$ cat src/rtl/pwm_pkg.sv
// Shared constants and types for the 16-channel PWM output block.
// Optional duty shadowing is selected with PWM_DUTY_SHADOW_EN.
package pwm_pkg;

    localparam int          PWM_CNT_W        = 8;
    localparam int          PWM_CHANNELS     = 16;
    localparam logic [7:0]  DUTY_FULL        = 8'hFF;
    localparam int unsigned PRESCALE_DEFAULT = 13;

    typedef logic [PWM_CNT_W-1:0] duty_t;

    // Full-scale duty holds the line high instead of 255/256.
    function automatic logic pwm_level(input duty_t duty, input duty_t cnt);
        return (duty == DUTY_FULL) || (cnt < duty);
    endfunction

endpackage

$ cat src/rtl/pwm_peripheral_if.sv
// Register-file side bundle for the PWM block: enables and duty in,
// pin drive and period marker out.
interface pwm_peripheral_if;
    import pwm_pkg::*;

    logic [7:0]              en_reg_out_7_0;
    logic [7:0]              en_reg_out_15_8;
    logic [7:0]              en_reg_pwm_7_0;
    logic [7:0]              en_reg_pwm_15_8;
    duty_t                   pwm_duty_cycle;
    logic [PWM_CHANNELS-1:0] out;
    logic                    period_start;

    modport master (
        output en_reg_out_7_0,
        output en_reg_out_15_8,
        output en_reg_pwm_7_0,
        output en_reg_pwm_15_8,
        output pwm_duty_cycle,
        input  out,
        input  period_start
    );

    modport slave (
        input  en_reg_out_7_0,
        input  en_reg_out_15_8,
        input  en_reg_pwm_7_0,
        input  en_reg_pwm_15_8,
        input  pwm_duty_cycle,
        output out,
        output period_start
    );

endinterface

$ cat src/rtl/pwm_timebase.sv
// Prescaled 8-bit PWM timebase: count, wrap strobe and a registered
// period-start pulse that stays low on the first cycle after reset.
module pwm_timebase
    import pwm_pkg::*;
#(
    parameter int unsigned PRESCALE = PRESCALE_DEFAULT
) (
    input  logic  clk,
    input  logic  rst,
    output duty_t o_pwm_cnt,
    output logic  o_wrap,
    output logic  o_period_start
);

    localparam logic [15:0] PRE_LAST = 16'(PRESCALE - 1);

    logic [15:0] r_pre_cnt;
    duty_t       r_pwm_cnt;
    logic        r_period_start;
    logic        w_tick;
    logic        w_wrap;

    assign w_tick = (r_pre_cnt == PRE_LAST);
    assign w_wrap = w_tick && (r_pwm_cnt == DUTY_FULL);

    always_ff @(posedge clk) begin
        if (rst) begin
            r_pre_cnt      <= '0;
            r_pwm_cnt      <= '0;
            r_period_start <= 1'b0;
        end else begin
            r_pre_cnt      <= w_tick ? '0 : r_pre_cnt + 16'd1;
            r_period_start <= w_wrap;
            if (w_tick) begin
                r_pwm_cnt <= r_pwm_cnt + 8'd1;
            end
        end
    end

    assign o_pwm_cnt      = r_pwm_cnt;
    assign o_wrap         = w_wrap;
    assign o_period_start = r_period_start;

endmodule

$ cat src/rtl/pwm_peripheral.sv
// 16-channel PWM pin driver with a shared duty cycle.
// Define PWM_DUTY_SHADOW_EN to latch the duty only at the period wrap.
module pwm_peripheral
    import pwm_pkg::*;
#(
    parameter int unsigned PRESCALE = PRESCALE_DEFAULT
) (
    input logic              clk,
    input logic              rst,
    pwm_peripheral_if.slave  bus
);

    duty_t                   w_pwm_cnt;
    logic                    w_wrap;
    logic                    w_period_start;
    duty_t                   w_duty_active;
    logic                    w_pwm_raw;
    logic [PWM_CHANNELS-1:0] w_en_out;
    logic [PWM_CHANNELS-1:0] w_en_pwm;
    logic [PWM_CHANNELS-1:0] w_out_next;
    logic [PWM_CHANNELS-1:0] r_out;

    pwm_timebase #(
        .PRESCALE (PRESCALE)
    ) u_timebase (
        .clk            (clk),
        .rst            (rst),
        .o_pwm_cnt      (w_pwm_cnt),
        .o_wrap         (w_wrap),
        .o_period_start (w_period_start)
    );

`ifdef PWM_DUTY_SHADOW_EN
    duty_t r_duty_active;

    always_ff @(posedge clk) begin
        if (rst) begin
            r_duty_active <= '0;
        end else if (w_wrap) begin
            r_duty_active <= bus.pwm_duty_cycle;
        end
    end

    assign w_duty_active = r_duty_active;
`else
    assign w_duty_active = bus.pwm_duty_cycle;
`endif

    assign w_pwm_raw = pwm_level(w_duty_active, w_pwm_cnt);
    assign w_en_out  = {bus.en_reg_out_15_8, bus.en_reg_out_7_0};
    assign w_en_pwm  = {bus.en_reg_pwm_15_8, bus.en_reg_pwm_7_0};

    // Disabled -> 0, static mode -> 1, PWM mode -> shared waveform.
    assign w_out_next = w_en_out & (~w_en_pwm | {PWM_CHANNELS{w_pwm_raw}});

    always_ff @(posedge clk) begin
        if (rst) begin
            r_out <= '0;
        end else begin
            r_out <= w_out_next;
        end
    end

    assign bus.out          = r_out;
    assign bus.period_start = w_period_start;

endmodule
$ cat src/flat_wrapper.sv
// flat-port wrapper written by rule: the top's interface ports become plain ports
module pwm_peripheral_flat import pwm_pkg::*;
#(
    parameter int unsigned PRESCALE = PRESCALE_DEFAULT
)
  (clk, rst, bus_en_reg_out_7_0, bus_en_reg_out_15_8, bus_en_reg_pwm_7_0, bus_en_reg_pwm_15_8, bus_pwm_duty_cycle, bus_out, bus_period_start);
  pwm_peripheral_if bus_i ();
  input logic clk;
  input logic rst;
  input wire logic [$bits(bus_i.en_reg_out_7_0)-1:0] bus_en_reg_out_7_0;
  input wire logic [$bits(bus_i.en_reg_out_15_8)-1:0] bus_en_reg_out_15_8;
  input wire logic [$bits(bus_i.en_reg_pwm_7_0)-1:0] bus_en_reg_pwm_7_0;
  input wire logic [$bits(bus_i.en_reg_pwm_15_8)-1:0] bus_en_reg_pwm_15_8;
  input wire logic [$bits(bus_i.pwm_duty_cycle)-1:0] bus_pwm_duty_cycle;
  output wire logic [$bits(bus_i.out)-1:0] bus_out;
  output wire logic [$bits(bus_i.period_start)-1:0] bus_period_start;
  assign bus_i.en_reg_out_7_0 = bus_en_reg_out_7_0;
  assign bus_i.en_reg_out_15_8 = bus_en_reg_out_15_8;
  assign bus_i.en_reg_pwm_7_0 = bus_en_reg_pwm_7_0;
  assign bus_i.en_reg_pwm_15_8 = bus_en_reg_pwm_15_8;
  assign bus_i.pwm_duty_cycle = bus_pwm_duty_cycle;
  assign bus_out = bus_i.out;
  assign bus_period_start = bus_i.period_start;
  pwm_peripheral #(.PRESCALE(PRESCALE)) u_core (.clk(clk), .rst(rst), .bus(bus_i));
endmodule
$ cat config.mk
export PLATFORM = sky130hd
export DESIGN_NAME = pwm_peripheral_flat
export DESIGN_NICKNAME = d
export VERILOG_FILES = /design/src/rtl/pwm_pkg.sv /design/src/rtl/pwm_peripheral_if.sv /design/src/rtl/pwm_timebase.sv /design/src/rtl/pwm_peripheral.sv /design/src/flat_wrapper.sv
export SDC_FILE = /design/constraint.sdc
export NUM_CORES = 1
export LEC_CHECK = 0
export CORE_MARGIN = 3
export CORE_UTILIZATION = 25
export CTS_CLUSTER_DIAMETER = 200
export DETAILED_ROUTE_END_ITERATION = 6
export HOLD_SLACK_MARGIN = 0.08
export PLACE_DENSITY_LB_ADDON = 0.3
export SLEW_MARGIN = 0
export SYNTH_ARGS = -nofsm -noshare
export SYNTH_HDL_FRONTEND = slang
export SYNTH_SLANG_ARGS = --single-unit
$ cat constraint.sdc
create_clock -name clk -period 1.56 [get_ports clk]
set_input_delay 0.156 -clock clk [delete_from_list [all_inputs] [get_ports clk]]
set_output_delay 0.156 -clock clk [all_outputs]
set_load 0.05 [all_outputs]
==> results of run 1 <==
==> kinds of logic (layout without fill, tap and decap cells) <==
logic type / count (synthesis) / after routing / share of synthesized area [%]
AOI/OAI and AO/OA: 40 / 40 / 12.5
xor gates and xnor gates: 13 / 13 / 5.74
adders and majority gates: 10 / 10 / 6.31
buffers and inverters: 23 / 110 / 5.05
DFF: 41 / 41 / 41.4
and+or+nand+nor: 97 / 97 / 29.0
==> sequential cells by signal (all words and copies together), names as in the netlist <==
signal	cells
u_core.bus.out	16
u_core.u_timebase.o_period_start	1
u_core.u_timebase.o_pwm_cnt	8
u_core.u_timebase.r_pre_cnt	16
==> cell usage in the layout (no fill, tap or decap), types with 3 or more instances in the layout <==
master           count
buf_4               46
clkdlybuf4s50_1     34
dfxtp_1             33
nor2_1              24
nand2b_1            18
a21oi_2             17
nand3_1             10
nand4_1              9
inv_1                8
a21oi_1              8
dfxtp_2              8
nand2_1              7
xor2_1               7
dlygate4sd2_1        7
xnor2_1              6
inv_2                5
ha_4                 5
clkbuf_8             5
and3_1               4
o41ai_2              4
nand4b_1             4
ha_1                 4
nor3_1               3
==> power groups by stage <==
stage               combinational [mW]  clock (mW)  sequential (mW)
floorplan                       0.0958           0             1.19
global placement                 0.361           0             1.11
detailed placement               0.363           0             1.11
CTS                              0.380       0.854             1.09
global route                     0.414       0.901             1.09
finish                           0.381       0.825             1.09
==> routing by layer <==
layer  vias to the layer above  GRT usage [%]
met4                         0           4.33
li1                        964              -
met2                        38           19.2
met5                         -              0
met3                         2           2.45
met1                       852           15.2
==> critical path: stages, from the launching register on <==
cell	delay, ps
dfxtp_1	340
nor4_4	370
nand4_2	180
or4_4	450
a21oi_2	140
==> worst min path at each step <==
stage                                                from                              end  slack (ps)
after floorplan                     bus_en_reg_pwm_7_0[0]                u_core.bus.out[0]         240
after global placement    u_core.u_timebase.r_pre_cnt[15]  u_core.u_timebase.r_pre_cnt[15]         490
after detailed placement  u_core.u_timebase.r_pre_cnt[15]  u_core.u_timebase.r_pre_cnt[15]         500
after CTS                           bus_en_reg_out_7_0[6]                u_core.bus.out[6]         400
after global routing               bus_en_reg_out_15_8[7]               u_core.bus.out[15]         410
final                               bus_en_reg_out_7_0[6]                u_core.bus.out[6]         410
==> final cells by class <==
class / instances / share of cell area, %
Clock buffer: 5 / 2.15
Tap cell: 99 / 3.87
Timing Repair Buffer: 90 / 24.7
Sequential cell: 41 / 26.0
Multi-Input combinational cell: 160 / 40.7
Clock inverter: 2 / 1.10
Inverter: 13 / 1.53
==> through the flow <==
| stage | power [mW] | hold WS (ps) | utilization (%) | cell area, µm² |
|---|---|---|---|---|
| after floorplan | 1.29 | 240 | - | 2090 |
| after global placement | 1.47 | 490 | 39.2 | 2940 |
| after detailed placement | 1.47 | 496 | 39.2 | 2940 |
| after CTS | 2.32 | 401 | 42.3 | 3160 |
| after global routing | 2.40 | 411 | 42.7 | 3200 |
| final | 2.29 | 412 | 42.7 | 3200 |
==> what timing repair did <==
item / 4_1_cts / 5_1_grt
setup buffers: 3 / 1
pin swaps: 9 / 5
gates cloned: 1 / 0
endpoints found under the setup margin: 18 / 24
gates resized for setup: 31 / 15
==> impl_metrics.csv, run 1 <==
group,metric,value,unit
yosys,synth_ff_type,"dfxtp_1",
route,vias,1856,
setup_path,path_class,"register to register",
yosys,yosysTopAreaCellShare,41.4,%
power,p_leak,1.24,nW
setup_path,cp-end-kind,"register",
cells_and_area,nNetsFinal,363,
yosys,synth_async_sr_flop_share,0,%
yosys,synth_warnings,0,
placement,dp_cells,400,
run,cap_viol_max_count,0,
cts,clkLatencyLatePin,290,ps
timing,setup_tns,0,ps
route,highest_layer,"met4",
placement,gp_congestion,0.844,
power,switching_power,563,µW
yosys,syn-num-nets,276,
power,power_density,717,nW/µm²
timing,maxSlewViolCount,0,
setup_path,r2r_start,"u_core.u_timebase.r_pre_cnt[14]",
timing,skew,7.13,ps
setup_path,r2r_setup_slack,20,ps
timing,slew_headroom,78.0,%
power,combPwrFrac,16.6,%
setup_path,critPathArrivalTime,1770,ps
setup_path,r2r-end,"u_core.u_timebase.o_pwm_cnt[7]",
outcome,status,"finished clean",
setup_path,critPathCapture,"u_core.u_timebase.o_pwm_cnt[7]",
global_routing,grt_pass1_wl,8.47,mm
setup_path,required,1790,ps
route,wl_per_cell,12.6,µm
timing,fin_crit,1540,ps
route,ant_nets,0,
cts,cts.sink_count,41,
global_routing,antenna_found_initial,0,
cells_and_area,multi_input_area,1300,µm²
cells_and_area,syn_to_final_growth,61.3,%
die,start_util,26.5,%
placement,pre_cts_slack,-405,ps
die,die_w,95.1,µm
timing,setup_viol,0,
yosys,yosys-top-cells-area,"dfxtp_1, a21oi_1, ha_1",
die,core_area,7490,µm²
power,peakVddDrop,0.000390,V
global_routing,grt_max_degree,17,
power,seqPwrFrac,47.4,%
cts,root_buffer,"clkbuf_8",
cts,clock_path_buffers,2,
worst_hold_path,hold_depth,3,
die,fp-row-count,31,
cts,hold_buffers,0,
cells_and_area,antenna_cells,0,
route,wl_met1,2.38,mm
setup_path,start_kind,"register",
global_routing,globalRouteOverflowTotal,0,
yosys,synth_area,1980,µm²
cells_and_area,drive_gt1_share,36.3,%
yosys,yosysMostFrequentCell,"dfxtp_1",
setup_path,r2r_cells,4,
route,met2_length,2.54,mm
setup_path,crit_path_start,"u_core.u_timebase.r_pre_cnt[14]",
power,p_clk_share,36.0,%
yosys,yosysTopAreaCell,"dfxtp_1",
yosys,synth_seq_cells,41,
timing,rsz0062_at_grt,"yes",
yosys,synthCells,224,
route,postRouteWirelength,5.18,mm
cts,numCtsBuffers,5,
yosys,ys_types,37,
power,intPower,1.73,mW
cells_and_area,n_fill_cell,753,
timing,fin_crit_sh,98.7,%
setup_path,critPathMaxFanout,3,
timing,max_slew.worst_pin.slew,331,ps
route,drt_iter0_drc,49,
cells_and_area,stdcell_count,410,
route,avgViaCountPerCell,4.53,
placement,port_buffers,58,
yosys,synth_seq_area_share,41.4,%
cts,clkTransAtPathRegs,80,ps
route,wl_met3,207,µm
die,die-area,9040,µm²
cts,cts_tree,"built",
cts,htreeDepth,2,
global_routing,grt_pass1_vias,1794,
timing,finalHoldViolCount,0,
route,drt_pass1_iterations,4,
placement,hpwlAfterDp,3.81,mm
yosys,synth.top_cells.by_count,"dfxtp_1, a21oi_1, nor2_1",
timing,setup_slack,20.6,ps
power,p_sw_share,24.6,%
timing,fmax,650,MHz
yosys,synth_edf_count,0,
global_routing,grt_usage,11.7,%
cells_and_area,ff_latch_area,831,µm²
die,fp.dieH,95.1,µm
route,post-route-drc-count,0,
worst_hold_path,hold_path_class,"primary input to register",
yosys,avgSynthCellArea,8.85,µm²
die,io_pins,59,
(Power assumes the default switching activity.)
==> run 2: changes to the inputs <==
--- a/config.mk
+++ b/config.mk
@@ -9,6 +9,7 @@
 export CORE_UTILIZATION = 25
 export CTS_CLUSTER_DIAMETER = 200
 export DETAILED_ROUTE_END_ITERATION = 6
+export GPL_TIMING_DRIVEN = 0
 export HOLD_SLACK_MARGIN = 0.08
 export PLACE_DENSITY_LB_ADDON = 0.3
 export SLEW_MARGIN = 0
==> run 2 against run 1 <==
The run now ends with negative setup slack left. Clock power is 8.7% higher. Power rose by 2.9%. Register-to-register slack lost 110 ps. Critical path depth grew 2. Non-clock buffer count decreased by 12. Critical path type unchanged. Critical endpoint is now u_core.bus.out[13].
==> impl_metrics.csv, run 2 (synthesized netlist as in run 1, its figures left out) <==
group,metric,value,unit
global_routing,met2_usage,19.6,%
global_routing,grt_use_met3,3.39,%
die,fp.dieH,95.1,µm
power,combPwrFrac,16.1,%
timing,maxSlewViolCount,0,
setup_path,critPathArrivalTime,1840,ps
timing,setup_tns,-1440,ps
die,die_w,95.1,µm
cts,cts.sink_count,41,
worst_hold_path,hold_path_class,"primary input to register",
power,peakVddDrop,0.000402,V
power,switching_power,586,µW
setup_path,crit_path_top_delay_cell,"o32ai_4",
power,seqPwrFrac,45.9,%
die,core_area,7490,µm²
power,power,2.36,mW
setup_path,critPathBufInv,1,
power,p_leak,1.19,nW
placement,pre_cts_slack,-576,ps
cts,numCtsBuffers,5,
timing,whs,404,ps
timing,fin_crit_sh,106,%
route,post-route-drc-count,0,
cells_and_area,antenna_cells,0,
route,wl_per_cell,13.1,µm
global_routing,grt_max_degree,14,
cts,htreeDepth,2,
timing,rsz0062_at_grt,"yes",
die,die-area,9040,µm²
cells_and_area,finalInstanceArea,3180,µm²
placement,dp_cells,381,
global_routing,grt-busiest-layer,"met2",
outcome,violations,"negative setup slack",
setup_path,slowest_delay,380,ps
outcome,status,"complete, but fails checks",
setup_path,critPathTopFamily,"compound AO/OA/AOI/OAI gates",
global_routing,grt_pass1_vias,1775,
die,start_util,26.5,%
global_routing,grt_pass1_wl,8.04,mm
timing,finalHoldViolCount,0,
setup_path,cp-end-kind,"register",
cts,root_buffer,"clkbuf_8",
cells_and_area,syn_to_final_growth,60.1,%
cts,clkTransAtPathRegs,80,ps
placement,hpwlAfterDp,3.62,mm
setup_path,path_class,"register to register",
cells_and_area,nNetsFinal,351,
cts,clock_path_buffers,2,
global_routing,globalRouteOverflowTotal,0,
die,io_pins,59,
cells_and_area,n_fill_cell,735,
timing,setup_slack,-91.9,ps
route,ant_nets,0,
setup_path,start_kind,"register",
route,postRouteWirelength,5.22,mm
placement,placed_area,2800,µm²
run,cap_viol_max_count,0,
timing,skew,7.47,ps
setup_path,required,1750,ps
timing,max_slew.worst_pin.slew,515,ps
cells_and_area,finalCoreUtilization,42.4,%
global_routing,met1_usage,13.3,%
route,avgViaCountPerCell,4.65,
route,vias,1854,
power,p_sw_share,24.8,%
worst_hold_path,hold_depth,3,
cts,clkLatencyLatePin,300,ps
cells_and_area,stdcell_count,399,
timing,fmax,605,MHz
cts,hold_buffers,0,
placement,port_buffers,58,
cells_and_area,mostFrequentLayoutCell,"clkdlybuf4s50_1",
timing,slew_headroom,65.8,%
global_routing,grt_usage,11.3,%
placement,gp_congestion,0.800,
route,drt_pass1_iterations,4,
power,power_density,743,nW/µm²
setup_path,worstPathCellList,"ha_4 -> and4_1 -> o21ai_2 -> o32ai_4 -> buf_6 -> a21oi_2",
cts,cts_tree,"built",
global_routing,antenna_found_initial,0,
timing,fin_crit,1650,ps
setup_path,r2r_cells,6,
die,fp-row-count,31,
route,drt_iter0_drc,56,
power,p_clk_share,38.0,%
setup_path,cp_num_cells,6,
power,intPower,1.77,mW
cells_and_area,drive_gt1_share,30.7,%
cells_and_area,mostFrequentLayoutCells,"clkdlybuf4s50_1, dfxtp_1, dlygate4sd2_1",
timing,setup_viol,23,
setup_path,critPathMaxFanout,5,
-- run 2: cell types whose count changed in the layout (fill, tap and decap cells not counted), moves of 3 or more --
cell	delta
nor2_1	-8
dlygate4sd2_1	+14
dfxtp_1	-6
nor2_2	+4
buf_4	-36
clkdlybuf4s50_1	+3
dfxtp_4	+4
nor2_4	+4
-- run 2: power groups by stage --
stage               Sequential, mW  Combinational [mW]  Clock (mW)
floorplan                     1.19              0.0958           0
global placement              1.11               0.351           0
detailed placement            1.11               0.354           0
CTS                           1.08               0.352       0.936
global route                  1.09               0.403       0.980
finish                        1.08               0.379       0.897
-- run 2: timing repair --
action                                 CTS  global route
buffers inserted                         4             6
endpoints found under the hold margin    0             0
cloned                                   1             1
pin swaps                                8            19
gates resized for setup                 47            37
setup endpoints to repair               57            35
-- run 2: cell type report --
cell class	count	area, µm²	area share [%]
inverters	13	51.3	1.62
repair buffers	70	669	21.1
clock buffers	6	82.6	2.60
multi-input cells	160	1290	40.6
flip-flops and latches	41	848	26.7
well taps	99	124	3.90
clock inverters	2	37.5	1.18
plain buffers	8	72.6	2.29
-- run 2: worst register-to-register path, delay by kind of cell (launching register included) --
kind | cells | cell delay, ps
AO/OA/AOI/OAI | 3 | 520
adder cells (fa/ha/maj) | 1 | 270
buffers and inverters | 1 | 190
flip-flops | 1 | 360
AND/OR/NAND/NOR | 1 | 210
-- run 2: path summary, 6_finish.rpt --
kind	slack, ps	from	to
hold reg to reg	500	u_core.u_timebase.o_pwm_cnt[4]	u_core.u_timebase.o_pwm_cnt[4]
hold / removal	400	bus_en_reg_out_7_0[6]	u_core.bus.out[6]
setup reg to reg	-90	u_core.u_timebase.o_pwm_cnt[7]	u_core.bus.out[13]
setup / recovery	-90	u_core.u_timebase.o_pwm_cnt[7]	u_core.bus.out[13]
-- run 2: layer usage --
metal  vias to the layer above  wire length, µm
li1                        936                -
met1                       876             2280
met2                        40             2650
met3                         2              240
met4                         0               42
met5                         -                0
